### src/rtl/alu_share_arbiter.sv
// alu_share_arbiter: shares one combinational ALU between two requesters.
// Ports:
//   clk, rst_n                 clock, async active-low reset
//   reqN_valid/ready/op/a/b    request channels (N = 0 execute, 1 branch unit)
//   rspN_valid/ready           per-requester response handshake
//   rsp_result, rsp_illegal    shared response payload
//   alu_op/a/b, alu_result     shared ALU drive and return
//   last_grant                 index of the most recently accepted requester
module alu_share_arbiter #(
    parameter int XLEN = 32,
    parameter int OPW  = 4
) (
    input  logic            clk,
    input  logic            rst_n,
    input  logic            req0_valid,
    output logic            req0_ready,
    input  logic [OPW-1:0]  req0_op,
    input  logic [XLEN-1:0] req0_a,
    input  logic [XLEN-1:0] req0_b,
    input  logic            req1_valid,
    output logic            req1_ready,
    input  logic [OPW-1:0]  req1_op,
    input  logic [XLEN-1:0] req1_a,
    input  logic [XLEN-1:0] req1_b,
    output logic            rsp0_valid,
    input  logic            rsp0_ready,
    output logic            rsp1_valid,
    input  logic            rsp1_ready,
    output logic [XLEN-1:0] rsp_result,
    output logic            rsp_illegal,
    output logic [OPW-1:0]  alu_op,
    output logic [XLEN-1:0] alu_a,
    output logic [XLEN-1:0] alu_b,
    input  logic [XLEN-1:0] alu_result,
    output logic            last_grant
);

    typedef enum logic [1:0] {
        IDLE,
        EXEC,
        RESP
    } state_t;

    state_t          r_state;
    logic            r_last;
    logic            r_owner;
    logic            r_ill;
    logic [OPW-1:0]  r_op;
    logic [XLEN-1:0] r_a;
    logic [XLEN-1:0] r_b;
    logic [XLEN-1:0] r_res;

    logic            w_gnt0;
    logic            w_gnt1;
    logic            w_idle;
    logic            w_acc;
    logic            w_take;
    logic            w_op_ok;
    logic [OPW-1:0]  w_sel_op;

    // On a tie the requester that did not win last time gets the ALU.
    assign w_gnt0 = req0_valid && (!req1_valid || r_last);
    assign w_gnt1 = req1_valid && (!req0_valid || !r_last);

    assign w_idle     = (r_state == IDLE);
    assign req0_ready = w_idle && w_gnt0;
    assign req1_ready = w_idle && w_gnt1;
    assign w_acc      = req0_ready || req1_ready;

    assign w_sel_op = w_gnt1 ? req1_op : req0_op;
    assign w_op_ok  = (w_sel_op <= OPW'(9));

    // Only the owner's ready can retire the response.
    assign w_take = r_owner ? rsp1_ready : rsp0_ready;

    assign rsp0_valid  = (r_state == RESP) && !r_owner;
    assign rsp1_valid  = (r_state == RESP) && r_owner;
    assign rsp_result  = r_res;
    assign rsp_illegal = r_ill;
    assign alu_op      = r_op;
    assign alu_a       = r_a;
    assign alu_b       = r_b;
    assign last_grant  = r_last;

    always_ff @(posedge clk or negedge rst_n) begin
        if (!rst_n) begin
            r_state <= IDLE;
            r_last  <= 1'b1;
            r_owner <= 1'b0;
            r_ill   <= 1'b0;
            r_op    <= '0;
            r_a     <= '0;
            r_b     <= '0;
            r_res   <= '0;
        end else begin
            unique case (r_state)
                IDLE: begin
                    if (w_acc) begin
                        r_owner <= w_gnt1;
                        r_last  <= w_gnt1;
                        r_op    <= w_op_ok ? w_sel_op : '0;
                        r_ill   <= !w_op_ok;
                        r_a     <= w_gnt1 ? req1_a : req0_a;
                        r_b     <= w_gnt1 ? req1_b : req0_b;
                        r_state <= EXEC;
                    end
                end
                EXEC: begin
                    r_res   <= alu_result;
                    r_state <= RESP;
                end
                RESP: begin
                    if (w_take) begin
                        r_state <= IDLE;
                    end
                end
                default: r_state <= IDLE;
            endcase
        end
    end

endmodule

### config.mk
export PLATFORM = sky130hd
export DESIGN_NAME = alu_share_arbiter
export DESIGN_NICKNAME = d
export VERILOG_FILES = /design/src/rtl/alu_share_arbiter.sv
export SDC_FILE = /design/constraint.sdc
export NUM_CORES = 1
export LEC_CHECK = 0
export CORE_MARGIN = 2
export CORE_UTILIZATION = 42
export DETAILED_ROUTE_END_ITERATION = 10
export MAX_ROUTING_LAYER = met4
export PLACE_DENSITY = 0.95
export SLEW_MARGIN = 30
export SYNTH_ARGS = -nofsm -noshare
export SYNTH_HDL_FRONTEND = slang
export SYNTH_SLANG_ARGS = --single-unit
### constraint.sdc
create_clock -name clk -period 4.5 [get_ports clk]
set_clock_uncertainty 0.05 [all_clocks]
set_input_delay 0.45 -clock clk [delete_from_list [all_inputs] [get_ports clk]]
set_output_delay 0.45 -clock clk [all_outputs]
set_load 0.05 [all_outputs]
==> flow_summary.toml, run 1 <==
[global_routing]
overflow = 0
grt_max_degree = 64
grt_pass1_wl_um = 21430
grtUsageMet2 = 0.3795
grt_use_total = 0.2176
grtUsageMet1 = 0.2457
gr-usage-met3 = 0.05135
antenna_found_initial = 0
top_usage_layer = "met2"
grt_pass1_vias = 4201

[placed_design]
port_buffers = 279
placed_area_um2 = 7950
hpwl_um = 10630
routabilityCongestion = 0.7678
dp_cells = 733

[synthesis]
synth.most_common_cell = "dfrtp_1"
ys.flop_type = "dfrtp_1"
syn_area_um2 = 5131
syn_area_per_cell_um2 = 15.89
yosys_warnings = 0
synth_top_area_cell = "dfrtp_1"
syn_nets = 497
postSynthCellCount = 323
synth_top_area_frac = 0.5072
synthDistinctLibCells = 24
ys_ff_latch = 105
seq_area_frac_synth = 0.5123
synthTopCellsByCount = "dfrtp_1, mux2_2, mux2_4, buf_6, nand2b_1"
synthTopCellsByArea = "dfrtp_1, mux2_2, mux2_4, buf_6, nand2b_1"
async_flop_share = 1.000
synth-edff-count = 0

[floorplan]
ios = 280
start_util = 0.4290
num_rows = 40
die_area_um2 = 13120
die_w_um = 114.5
core_um2 = 11960
die_h_um = 114.5

[timing]
finalCritPeriodShare = 0.7038
slew_viol_final = 0
clock.fmax_mhz = 315.7
period_minus_slack_ns = 3.167
rsz0062_at_grt = "false"
worst_slew_pin_slew_ns = 0.9014
relSlewSlack = 0.3991
hold_violations = 0
finalSetupTns_ns = 0
setup_violations = 0

[worst_setup_path]
endpoint_kind = "output port"
path_cells = "clkdlybuf4s50_1 > a21boi_4 > and2_1 > clkdlybuf4s50_1"
cpMostUsedCell = "clkdlybuf4s50_1"
critPathKind = "primary input to output port"
cp_slowest_cell = "clkdlybuf4s50_1"
critical-path-top-delay-family = "buffers and inverters"
path_max_fanout = 22
r2r_slack_ns = 1.93
critPathRequiredTime_ns = 4.00
critPathLaunchType = "primary input"
slowest_delay_ns = 0.83
regToRegStartpoint = "last_grant"
path_buf_inv = 2
critPathArrivalTime_ns = 2.67
r2r_cells = 4
cp.depth = 4
worstReg2RegEnd = "alu_a[24]"

[route]
ant_nets = 0
drc = 0
drt-initial-drc-count = 143
dr.pass1.iters = 4
vias = 3694
avgViaCountPerCell = 4.932
wl_per_cell_um = 18.46
finalWirelength_um = 13830

[pwr]
ir_worst_vdd_mv = 0.4528
p_comb_frac = 0.638
p_per_area_nw_per_um2 = 823.1
switching_share = 0.4628
power_switching_w = 0.003131
p_leak_nw = 3.458
p_int_w = 0.003635
seq_power_share = 0.257
pwr-share-clk = 0.106

[cells_and_area]
final_net_count = 771
multiInputGateArea_um2 = 2313
design_area_um2 = 8220
regArea_um2 = 2629
antenna_cells = 0
area_growth_pct = 60.20
drive_above_1_share = 0.3140
fillers = 837
fin_cells = 749

[clock_tree]
cts.sinks = 105
cts_root_buf = "clkbuf_16"
cts_setup_buffers = 0
cts.path.max_buffers = 2
cts_resized = 0
cts_tree = "built"
cts_buffers = 9
htreeDepth = 3
clkLatencyLatePin_ns = 0.33
cts.clk_slew.worst_paths_ns = 0.07
cts_hold_buf = 0

[run]
drv_cap = 0

[status]
status = "completed"

[worst_hold_path]
hp-class = "primary input to async pin"
registers in the layout, summed over array words and instances (netlist names):
name         cells
r_owner          1
alu_op           4
rsp_result      32
alu_a           32
last_grant       1
alu_b           32
r_state          2
rsp_illegal      1
logic make-up after synthesis:
family / count (synthesis) / share of synthesized area
buffers and inverters: 21 / 0.03950
DFF: 105 / 0.5123
and+or+nand+nor: 19 / 0.02170
AOI/OAI and AO/OA: 11 / 0.01244
muxes: 167 / 0.4140
routing by layer:
metal,vias up,share of wire
met2,184,0.52
met4,0,0.020
met1,1792,0.38
met5,-,0
li1,1697,-
met3,21,0.078
power by group through the flow:
| stage | sequential [W] | clock (W) | combinational (W) |
|---|---|---|---|
| 3_3_place_gp | 0.00171 | 0 | 0.00426 |
| 3_5_place_dp | 0.00174 | 0 | 0.00434 |
| 6_report | 0.00174 | 0.000715 | 0.00432 |
| 4_1_cts | 0.00174 | 0.000740 | 0.00435 |
| 5_1_grt | 0.00179 | 0.000782 | 0.00447 |
| 2_1_floorplan | 0.00336 | 0 | 0.00136 |
cell type report:
class / count / share of cell area
clock buffer: 9 / 0.02740
clock inverter: 7 / 0.005479
inverter: 1 / 0.0004566
multi-input combinational: 197 / 0.2814
sequential: 105 / 0.3198
tap: 147 / 0.02237
timing repair buffer: 283 / 0.3431
how the worst max path moves through the flow:
| stage | end | startpoint | slack, ns |
|---|---|---|---|
| finish | req1_ready | req0_valid | 1.33 |
| global route | req1_ready | req0_valid | 1.21 |
| CTS | req1_ready | req0_valid | 1.31 |
| detailed placement | alu_b[30] | req0_valid | 1.30 |
| global placement | req0_ready | req0_valid | 1.39 |
| floorplan | req0_ready | last_grant | 2.20 |
layout by cell type (no fill, tap or decap), drive strengths merged, types with 4 or more instances in the layout:
cell type	n
clkbuf	9
dfrtp	104
nor2	4
clkinv	4
buf	5
nand2b	6
mux2	164
clkdlybuf4s50	278
metrics by stage:
step | worst slack, ns | power, W | hold slack [ns] | utilization
6_report | 1.333 | 0.006766 | 0.1365 | 0.6872
5_1_grt | 1.213 | 0.007048 | 0.1976 | 0.6872
4_1_cts | 1.314 | 0.006828 | 0.1644 | 0.6872
3_5_place_dp | 1.301 | 0.006080 | 0.4417 | 0.6646
3_3_place_gp | 1.387 | 0.005978 | 0.4357 | 0.6646
2_1_floorplan | 2.201 | 0.004722 | 0.1044 | -
(Power assumes the default switching activity.)
==> inputs of run 2 (changes only) <==
Settings changed: CORE_UTILIZATION 42 to 36, PLACE_DENSITY 0.95 to 0.87.
Clock period 4.5 ns to 2.9 ns, I/O delays scaled along.
==> flow_summary.toml, run 2 (synthesis gave the netlist of run 1 again) <==
[route]
wl_per_cell_um = 17.71
ant_nets = 0
dr.pass1.iters = 4
vias = 3708
drt-initial-drc-count = 135
finalWirelength_um = 13920
avgViaCountPerCell = 4.718
drc = 0

[pwr]
p_per_area_nw_per_um2 = 1267
p_leak_nw = 3.496
ir_worst_vdd_mv = 0.7129
finalPower_w = 0.01060

[global_routing]
grt_max_degree = 106
grt_pass1_vias = 4038
antenna_found_initial = 0
grt_pass1_wl_um = 20770
grt_use_total = 0.1841
overflow = 0

[floorplan]
die_w_um = 123.4
num_rows = 43
core_um2 = 13880
die_h_um = 123.4
ios = 280
die_area_um2 = 15220
start_util = 0.3697

[timing]
finalCritPeriodShare = 0.7634
relSlewSlack = 0.6288
period_minus_slack_ns = 2.214
setup_violations = 0
rsz0062_at_grt = "false"
hold_violations = 0
clock.fmax_mhz = 451.7
slew_viol_final = 0
finalSetupTns_ns = 0
worst_slew_pin_slew_ns = 0.5567

[placed_design]
hpwl_um = 10770
port_buffers = 279
routabilityCongestion = 0.7850
placed_area_um2 = 8071

[cells_and_area]
regArea_um2 = 2629
final_cell_mix = "clkdlybuf4s50_1, dfrtp_1, mux2_2, mux2_4, clkbuf_16"
final_net_count = 775
final_common_cell = "clkdlybuf4s50_1"
antenna_cells = 0
area_growth_pct = 63.11
fin_util = 0.6029
fillers = 1072
multiInputGateArea_um2 = 2313
design_area_um2 = 8369
drive_above_1_share = 0.3201

[worst_setup_path]
endpoint_kind = "output port"
worstReg2RegEnd = "alu_b[10]"
path_max_fanout = 3
r2r_cells = 4
critPathRequiredTime_ns = 2.56
startpoint = "r_state[0]"
critPathCapture = "rsp0_valid"
critPathLaunchType = "flop"
critPathArrivalTime_ns = 1.87
regToRegStartpoint = "r_state[0]"
r2r_slack_ns = 1.00
critPathKind = "flop to output port"

[clock_tree]
cts_resized = 0
cts.sinks = 105
cts.clk_slew.worst_paths_ns = 0.08
cts_tree = "built"
cts_root_buf = "clkbuf_16"
cts.path.max_buffers = 2
cts_buffers = 9
clkLatencyLatePin_ns = 0.34
htreeDepth = 3

[run]
drv_cap = 0

[worst_hold_path]
hp-class = "flop to flop"
min_from = "rsp_result[10]"

[status]
status = "completed"
-- run 2: cell types whose count changed in the layout (fill, tap and decap cells not counted) --
cell,previous run,this run
buf_12,0,5
clkinv_2,4,0
clkdlybuf4s50_1,278,276
clkinvlp_4,1,3
clkbuf_8,0,1
dlygate4sd3_1,0,1
inv_6,2,3
-- run 2: how the worst min path moves through the flow --
stage | cells past startpoint | slack [ns] | to
2_1_floorplan | 0 | -0.06 | alu_a[0]
3_3_place_gp | 2 | 0.34 | rsp_result[2]
3_5_place_dp | 2 | 0.36 | rsp_result[6]
4_1_cts | 1 | 0.46 | rsp_result[19]
5_1_grt | 1 | 0.46 | rsp_result[31]
6_report | 1 | 0.46 | rsp_result[10]
-- run 2: layout make-up --
type | count | area share
clock buffers | 10 | 0.02855
repair buffers | 287 | 0.3477
clock inverters | 6 | 0.005830
flip-flops and latches | 105 | 0.3141
multi-input cells | 197 | 0.2764
well taps | 180 | 0.02691
inverters | 1 | 0.0004485
-- run 2: timing repair --
action                    4_1_cts  5_1_grt
setup buffers                   0        0
hold endpoints to repair       35        0
hold buffers                    1        0
-- run 2: where the power goes --
part / switching [W] / internal [W] / leakage, nW
clock: 0.000558 / 0.000616 / 0.132
sequential: 0.000465 / 0.00224 / 1.23
combinational: 0.00386 / 0.00287 / 2.13
total: 0.00488 / 0.00572 / 3.50
-- run 2: metrics by stage --
step                      hold WS [ns]  cells  setup WS (ns)
after detailed placement        0.3629    769         0.6009
after floorplan               -0.05559    323         0.7608
after global routing            0.4648    786         0.5987
after global placement          0.3444    769         0.6811
final                           0.4552    786         0.6860
after CTS                       0.4592    786         0.6638
-- run 2: worst max-delay path, cell delays in order (launching register included) --
cell             delay, ns
dfrtp_1               0.40
nand2b_1              0.18
nor2_1                0.11
clkdlybuf4s50_1       0.84
-- run 2: layer usage --
layer / track usage / wire length, um
met1: 0.2020 / 5316
met4: 0.05966 / 276
met5: - / 0
met2: 0.3321 / 7284
met3: 0.03782 / 1040
